$ cat config.mk
export PLATFORM = sky130hd
export DESIGN_NAME = ibex_prefetch_buffer_nreq
export DESIGN_NICKNAME = d
export VERILOG_FILES = /design/src/rtl/ibex_prefetch_buffer_nreq.sv
export SDC_FILE = /design/constraint.sdc
export NUM_CORES = 1
export LEC_CHECK = 0
export BUFFER_PORTS_ARGS = -buffer_cell sky130_fd_sc_hd__buf_2
export CORE_MARGIN = 1.5
export CORE_UTILIZATION = 40
export DETAILED_ROUTE_END_ITERATION = 8
export GPL_TIMING_DRIVEN = 0
export PLACE_DENSITY_LB_ADDON = 0.12
export SYNTH_ARGS = -nofsm -noshare
export SYNTH_HDL_FRONTEND = slang
export SYNTH_SLANG_ARGS = --single-unit
$ cat constraint.sdc
create_clock -name clk_i -period 12.9 [get_ports clk_i]
set_clock_uncertainty 0.1 [all_clocks]
set_input_delay 1.29 -clock clk_i [delete_from_list [all_inputs] [get_ports clk_i]]
set_output_delay 1.29 -clock clk_i [all_outputs]
set_load 0.05 [all_outputs]
$ cat src/rtl/ibex_prefetch_buffer_nreq.sv
// Instruction prefetch buffer: up to NUM_REQS fetches in flight, an internal
// response FIFO, credit-based issue and discard of stale fetches after a branch.
module ibex_prefetch_buffer_nreq #(
  parameter int unsigned NUM_REQS   = 2,
  parameter int unsigned FIFO_DEPTH = 4,
  parameter int unsigned ADDR_W     = 32,
  parameter int unsigned DATA_W     = 32
) (
  input  logic                          clk_i,
  input  logic                          rst_i,
  input  logic                          req_i,
  input  logic                          branch_i,
  input  logic [ADDR_W-1:0]             addr_i,
  input  logic                          ready_i,
  output logic                          valid_o,
  output logic [DATA_W-1:0]             rdata_o,
  output logic [ADDR_W-1:0]             addr_o,
  output logic                          err_o,
  output logic                          instr_req_o,
  input  logic                          instr_gnt_i,
  output logic [ADDR_W-1:0]             instr_addr_o,
  input  logic [DATA_W-1:0]             instr_rdata_i,
  input  logic                          instr_err_i,
  input  logic                          instr_pmp_err_i,
  input  logic                          instr_rvalid_i,
  output logic                          busy_o,
  output logic [$clog2(NUM_REQS+1)-1:0] outstanding_o
);
  localparam int unsigned OW = $clog2(NUM_REQS + 1);
  localparam int unsigned QW = (NUM_REQS > 1) ? $clog2(NUM_REQS) : 1;
  localparam int unsigned FW = (FIFO_DEPTH > 1) ? $clog2(FIFO_DEPTH) : 1;
  localparam int unsigned CW = $clog2(FIFO_DEPTH + 1);
  localparam int unsigned SW = ((CW > OW) ? CW : OW) + 1;

  logic [ADDR_W-1:0]     r_fetch_addr;
  logic                  r_held;
  logic                  r_held_disc;
  logic [ADDR_W-1:0]     r_held_addr;
  logic [ADDR_W-1:0]     r_q_addr [NUM_REQS];
  logic [NUM_REQS-1:0]   r_q_pmp;
  logic [NUM_REQS-1:0]   r_q_disc;
  logic [QW-1:0]         r_q_rd;
  logic [QW-1:0]         r_q_wr;
  logic [OW-1:0]         r_out_cnt;
  logic [OW-1:0]         r_disc_cnt;
  logic [DATA_W-1:0]     r_f_data [FIFO_DEPTH];
  logic [ADDR_W-1:0]     r_f_addr [FIFO_DEPTH];
  logic [FIFO_DEPTH-1:0] r_f_err;
  logic [FW-1:0]         r_f_rd;
  logic [FW-1:0]         r_f_wr;
  logic [CW-1:0]         r_f_cnt;
  logic [DATA_W-1:0]     r_last_data;
  logic [ADDR_W-1:0]     r_last_addr;
  logic                  r_last_err;

  logic [ADDR_W-1:0] w_branch_addr;
  logic [OW-1:0]     w_live;
  logic              w_credit;
  logic              w_new;
  logic              w_accept;
  logic              w_acc_disc;
  logic              w_head_pmp;
  logic              w_head_disc;
  logic              w_complete;
  logic              w_push;
  logic              w_pop;
  logic              w_f_nempty;
  logic [QW-1:0]     w_q_rd_nxt;
  logic [QW-1:0]     w_q_wr_nxt;
  logic [FW-1:0]     w_f_rd_nxt;
  logic [FW-1:0]     w_f_wr_nxt;

  // Issue: credit counts buffered entries plus live (non-discarded) fetches
  assign w_branch_addr = addr_i & ~ADDR_W'(3);
  assign w_live        = r_out_cnt - r_disc_cnt;
  assign w_credit      = (SW'(r_f_cnt) + SW'(w_live)) < SW'(FIFO_DEPTH);
  assign w_new         = ~rst_i & ~r_held & req_i & (r_out_cnt < OW'(NUM_REQS)) &
                         (branch_i | w_credit);
  assign instr_req_o   = r_held | w_new;
  assign instr_addr_o  = r_held ? r_held_addr : (branch_i ? w_branch_addr : r_fetch_addr);
  assign w_accept      = instr_req_o & (instr_gnt_i | instr_pmp_err_i);
  assign w_acc_disc    = r_held & (r_held_disc | branch_i);

  // PMP-blocked slots retire on their own; no bus response will come for them
  assign w_head_pmp  = r_q_pmp[r_q_rd];
  assign w_head_disc = r_q_disc[r_q_rd];
  assign w_complete  = (r_out_cnt != '0) & (instr_rvalid_i | w_head_pmp);
  assign w_push      = w_complete & ~w_head_disc & ~branch_i;

  assign w_f_nempty = (r_f_cnt != '0);
  assign valid_o    = w_f_nempty & ~branch_i;
  assign w_pop      = valid_o & ready_i;
  assign rdata_o    = w_f_nempty ? r_f_data[r_f_rd] : r_last_data;
  assign addr_o     = w_f_nempty ? r_f_addr[r_f_rd] : r_last_addr;
  assign err_o      = w_f_nempty ? r_f_err[r_f_rd]  : r_last_err;

  assign busy_o        = (r_out_cnt != '0) | instr_req_o;
  assign outstanding_o = r_out_cnt;

  assign w_q_rd_nxt = (r_q_rd == QW'(NUM_REQS - 1))   ? '0 : r_q_rd + QW'(1);
  assign w_q_wr_nxt = (r_q_wr == QW'(NUM_REQS - 1))   ? '0 : r_q_wr + QW'(1);
  assign w_f_rd_nxt = (r_f_rd == FW'(FIFO_DEPTH - 1)) ? '0 : r_f_rd + FW'(1);
  assign w_f_wr_nxt = (r_f_wr == FW'(FIFO_DEPTH - 1)) ? '0 : r_f_wr + FW'(1);

  // Payload storage carries no reset; occupancy is tracked by the control state
  always_ff @(posedge clk_i) begin
    if (w_accept) r_q_addr[r_q_wr] <= instr_addr_o;
    if (w_push) begin
      r_f_data[r_f_wr] <= instr_rdata_i & {DATA_W{~w_head_pmp}};
      r_f_addr[r_f_wr] <= r_q_addr[r_q_rd];
    end
  end

  always_ff @(posedge clk_i or posedge rst_i) begin
    if (rst_i) begin
      r_fetch_addr <= '0;
      r_held       <= 1'b0;
      r_held_disc  <= 1'b0;
      r_held_addr  <= '0;
      r_q_pmp      <= '0;
      r_q_disc     <= '0;
      r_q_rd       <= '0;
      r_q_wr       <= '0;
      r_out_cnt    <= '0;
      r_disc_cnt   <= '0;
      r_f_err      <= '0;
      r_f_rd       <= '0;
      r_f_wr       <= '0;
      r_f_cnt      <= '0;
      r_last_data  <= '0;
      r_last_addr  <= '0;
      r_last_err   <= 1'b0;
    end else begin
      // A request stays on the bus, address frozen, until granted or PMP-blocked
      if (w_accept) begin
        r_held      <= 1'b0;
        r_held_disc <= 1'b0;
      end else if (instr_req_o) begin
        r_held      <= 1'b1;
        r_held_addr <= instr_addr_o;
        r_held_disc <= w_acc_disc;
      end
      // A stale held request being accepted must not disturb the redirected stream
      if (w_accept && !w_acc_disc) r_fetch_addr <= instr_addr_o + ADDR_W'(4);
      else if (branch_i)           r_fetch_addr <= w_branch_addr;

      if (branch_i) r_q_disc <= '1;
      if (w_accept) begin
        r_q_pmp[r_q_wr]  <= instr_pmp_err_i;
        r_q_disc[r_q_wr] <= w_acc_disc;
        r_q_wr           <= w_q_wr_nxt;
      end
      if (w_complete) r_q_rd <= w_q_rd_nxt;
      r_out_cnt <= r_out_cnt + OW'(w_accept) - OW'(w_complete);
      if (branch_i)
        r_disc_cnt <= r_out_cnt - OW'(w_complete) + OW'(w_accept & w_acc_disc);
      else
        r_disc_cnt <= r_disc_cnt - OW'(w_complete & w_head_disc) + OW'(w_accept & w_acc_disc);

      if (w_f_nempty) begin
        r_last_data <= r_f_data[r_f_rd];
        r_last_addr <= r_f_addr[r_f_rd];
        r_last_err  <= r_f_err[r_f_rd];
      end
      if (branch_i) begin
        r_f_rd  <= '0;
        r_f_wr  <= '0;
        r_f_cnt <= '0;
      end else begin
        if (w_push) begin
          r_f_err[r_f_wr] <= instr_err_i | w_head_pmp;
          r_f_wr          <= w_f_wr_nxt;
        end
        if (w_pop) r_f_rd <= w_f_rd_nxt;
        r_f_cnt <= r_f_cnt + CW'(w_push) - CW'(w_pop);
      end
    end
  end
endmodule

==> impl_results.md <==
* Setup TNS at 0 ps
* I/O Pins at 175
* Max Cap Viol at 0
* Layout cell share with drive strength beyond 1 at 38.2%
* CTS Sinks at 472
* Port bufs at 172
* Required time at the worst-slack endpoint at 11510 ps
* Die Wd at 223 um
* Worst Slack Setup Final at 7960 ps
* Tcrit/Tclk final at 38.3%
* Clock buffer depth at 3
* Seq cells post-synth at 472
* Total GRT Usage at 17.4%
* Tot Pwr at 5.98 mW
* Async SR Flop Fraction at 32.2%
* Worst path max stage delay at 600 ps
* Post-CTS Hold Buffers at 0
* DRT iter0 DRCs at 596
* Post-layout net count at 1437
* Lkg Pwr at 8.42 nW
* Max Slew Vio Count at 0
* Final Hold Vio Count at 0
* Die area at 49700 sq um
* Post-layout min period at 4940 ps
* Top cells by count, synth: 320 x edfxtp_1, 152 x dfrtp_1, 138 x mux2_2, 65 x mux4_2, 46 x nor2_1
* Crit path DAT at 3550 ps
* CP cell instances: nor3_2 -> buf_6 -> clkbuf_1 -> buf_1 -> mux2_2 -> buf_2
* Total Wirelength at 42.1 mm
* Placed Instances at 1908
* Max VDD drop at 159 uV
* Syn Std Cell Area at 19300 sq um
* Worst relative slew slack at 41.5%
* Least-Margin Pin Slew at 877 ps
* TritonCTS clock tree: built
* Final RePlAce weighted congestion at 0.777
* P&R area growth vs syn at 18.4%
* Worst skew pair latency at 580 ps
* Synth warn at 0
* DR WL/cell at 21.0 um
* Area contributors post-synth: edfxtp_1 50%, dfrtp_1 20%, mux2_2 8.0%
* Cts repair resizes at 0
* Worst Path Max Fanout at 10
* Synthesized Nets at 1202
* Post-synth EDFFs at 320
* Syn_area_per_cell at 17.4 sq um
* Remaining design rule violation count at 0
* Post-synth top area share at 49.7%
* Core Rows at 80
* Register area share after synthesis at 69.4%
* Most common cell in the synthesized netlist: edfxtp_1
* Clock Tree Root: clkbuf_16
* Crit path max-delay family: buffers and inverters
* Hold WC Path Type: flip-flop to flip-flop
* DRT Pass-1 Iters at 4
* Cell Area, Placed at 21200 sq um
* Mapped Cells at 1112
* Final non-filler cell total at 2004
* Vias in the first global route at 10500
* Synth Flop Type: edfxtp_1
* CP Capture Type: output pin
* Core Util, Final at 47.9%
* Critical path's slowest cell: buf_1
* Number of routed nets with antenna violations at 0
* CP Class: flip-flop to output pin
* Vias at 10100
* Largest net degree at the start of global routing at 85
* CTS clk-pin slew, worst paths at 60 ps
* Initial Util at 40.5%
* Grt total ovfl at 0
* Yosys top cell by area: edfxtp_1
* Netlist cell types at 56
* Initial antenna violation count at 0
* Via density at 5.02
* Die Ht at 223 um
* Placement Setup Slack at 8260 ps
* RSZ-0062 raised after global routing: false
* CP bufs+invs at 4
* Post-DP HPWL at 27.7 mm
* CTS Buf Count at 51
* Pwr dens at 261 nW/um^2
* First-pass GRT wire length at 64.4 mm
* Total core area at 47700 sq um
* Final Cell Area at 22900 sq um
* Final setup fails at 0
* Startpoint Class: flip-flop
* Fmax at 0.202 GHz
* Outcome: finished clean
* N_diodes at 0
* Post-CTS setup buffer count at 0
* Final hold slack at 387 ps
* H-tree levels at 2
-- kinds of logic (layout without fill, tap and decap cells) --
| logic type | Yosys count | count (layout) | share of synthesized area, % |
|---|---|---|---|
| adder cells (fa/ha/maj) | 17 | 17 | 1.14 |
| AO/OA/AOI/OAI | 74 | 74 | 2.14 |
| XOR/XNOR | 35 | 35 | 1.59 |
| AND/OR/NAND/NOR | 176 | 176 | 5.29 |
| multiplexers | 247 | 247 | 18.3 |
| flip-flops | 472 | 472 | 69.4 |
| buffers and inverters | 91 | 368 | 2.12 |
-- power breakdown --
| group | internal [mW] | switching (mW) |
|---|---|---|
| Clock | 0.876 | 0.597 |
| Combinational | 0.761 | 1.67 |
| Sequential | 1.99 | 0.0866 |
-- layout make-up --
class                           count  area [sq um]
Clock inverter                     33           328
Inverter                           37           148
Sequential cell                   472         13400
Multi-Input combinational cell    549          5530
Tap cell                          615           769
Timing Repair Buffer              182          1060
Clock buffer                       62          1370
Buffer                             54           269
Fill cell                        4118         24900
-- placed cells by master, fill, tap and decap left out, types with 8 or more instances in the layout --
cell       count
buf_6          8
edfxtp_1     320
inv_1         34
nor2_1        46
mux2i_1       20
clkbuf_16     53
a21oi_1       32
mux2_2       138
ha_1          16
xnor2_1       31
clkbuf_1      42
clkinv_2      15
and2_1        33
mux2i_2        9
dfrtp_1      152
mux2_4         9
mux4_2        65
buf_2        179
nand2_1       37
o21ai_0       26
nor4_2        10
-- tightest hold or removal path: cells and delay by family (launching register included) --
family          cells  cell delay [ps]
compound gates      1               60
flops               1              350
simple gates        1               50
-- routing by layer --
layer  up-vias  wire [um]  track usage (%)
met2       181      20500             28.4
met3        52       1680             3.12
li1       4657          -                -
met1      5173      19100             23.7
met5         -          0                0
met4         0        776             5.20
-- state kept, by name (all words and copies together), names as in the netlist, 2 cells and up --
signal         flops
r_fetch_addr      32
r_disc_cnt         2
r_q_addr          64
r_f_data         128
r_last_data       32
r_q_pmp            2
r_f_cnt            3
r_f_wr             2
r_f_rd             2
r_held_addr       32
r_last_addr       32
r_f_err            4
outstanding_o      2
r_f_addr         128
r_q_disc           2
-- final timing paths --
check / cells past startpoint / to / slack (ps) / start
worst max register to register: 14 / r_f_cnt[2] / 9470 / r_q_rd
worst min-delay path: 2 / r_held_addr[25] / 390 / r_held_addr[25]
max in group asynchronous: 3 / r_last_addr[18] / 11180 / rst_i
worst max-delay path: 6 / rdata_o[29] / 7960 / r_f_cnt[2]
worst min register to register: 2 / r_held_addr[25] / 390 / r_held_addr[25]
min in group asynchronous: 2 / r_disc_cnt[1] / 670 / rst_i
No activity file was read; power rests on OpenSTA's default activity.
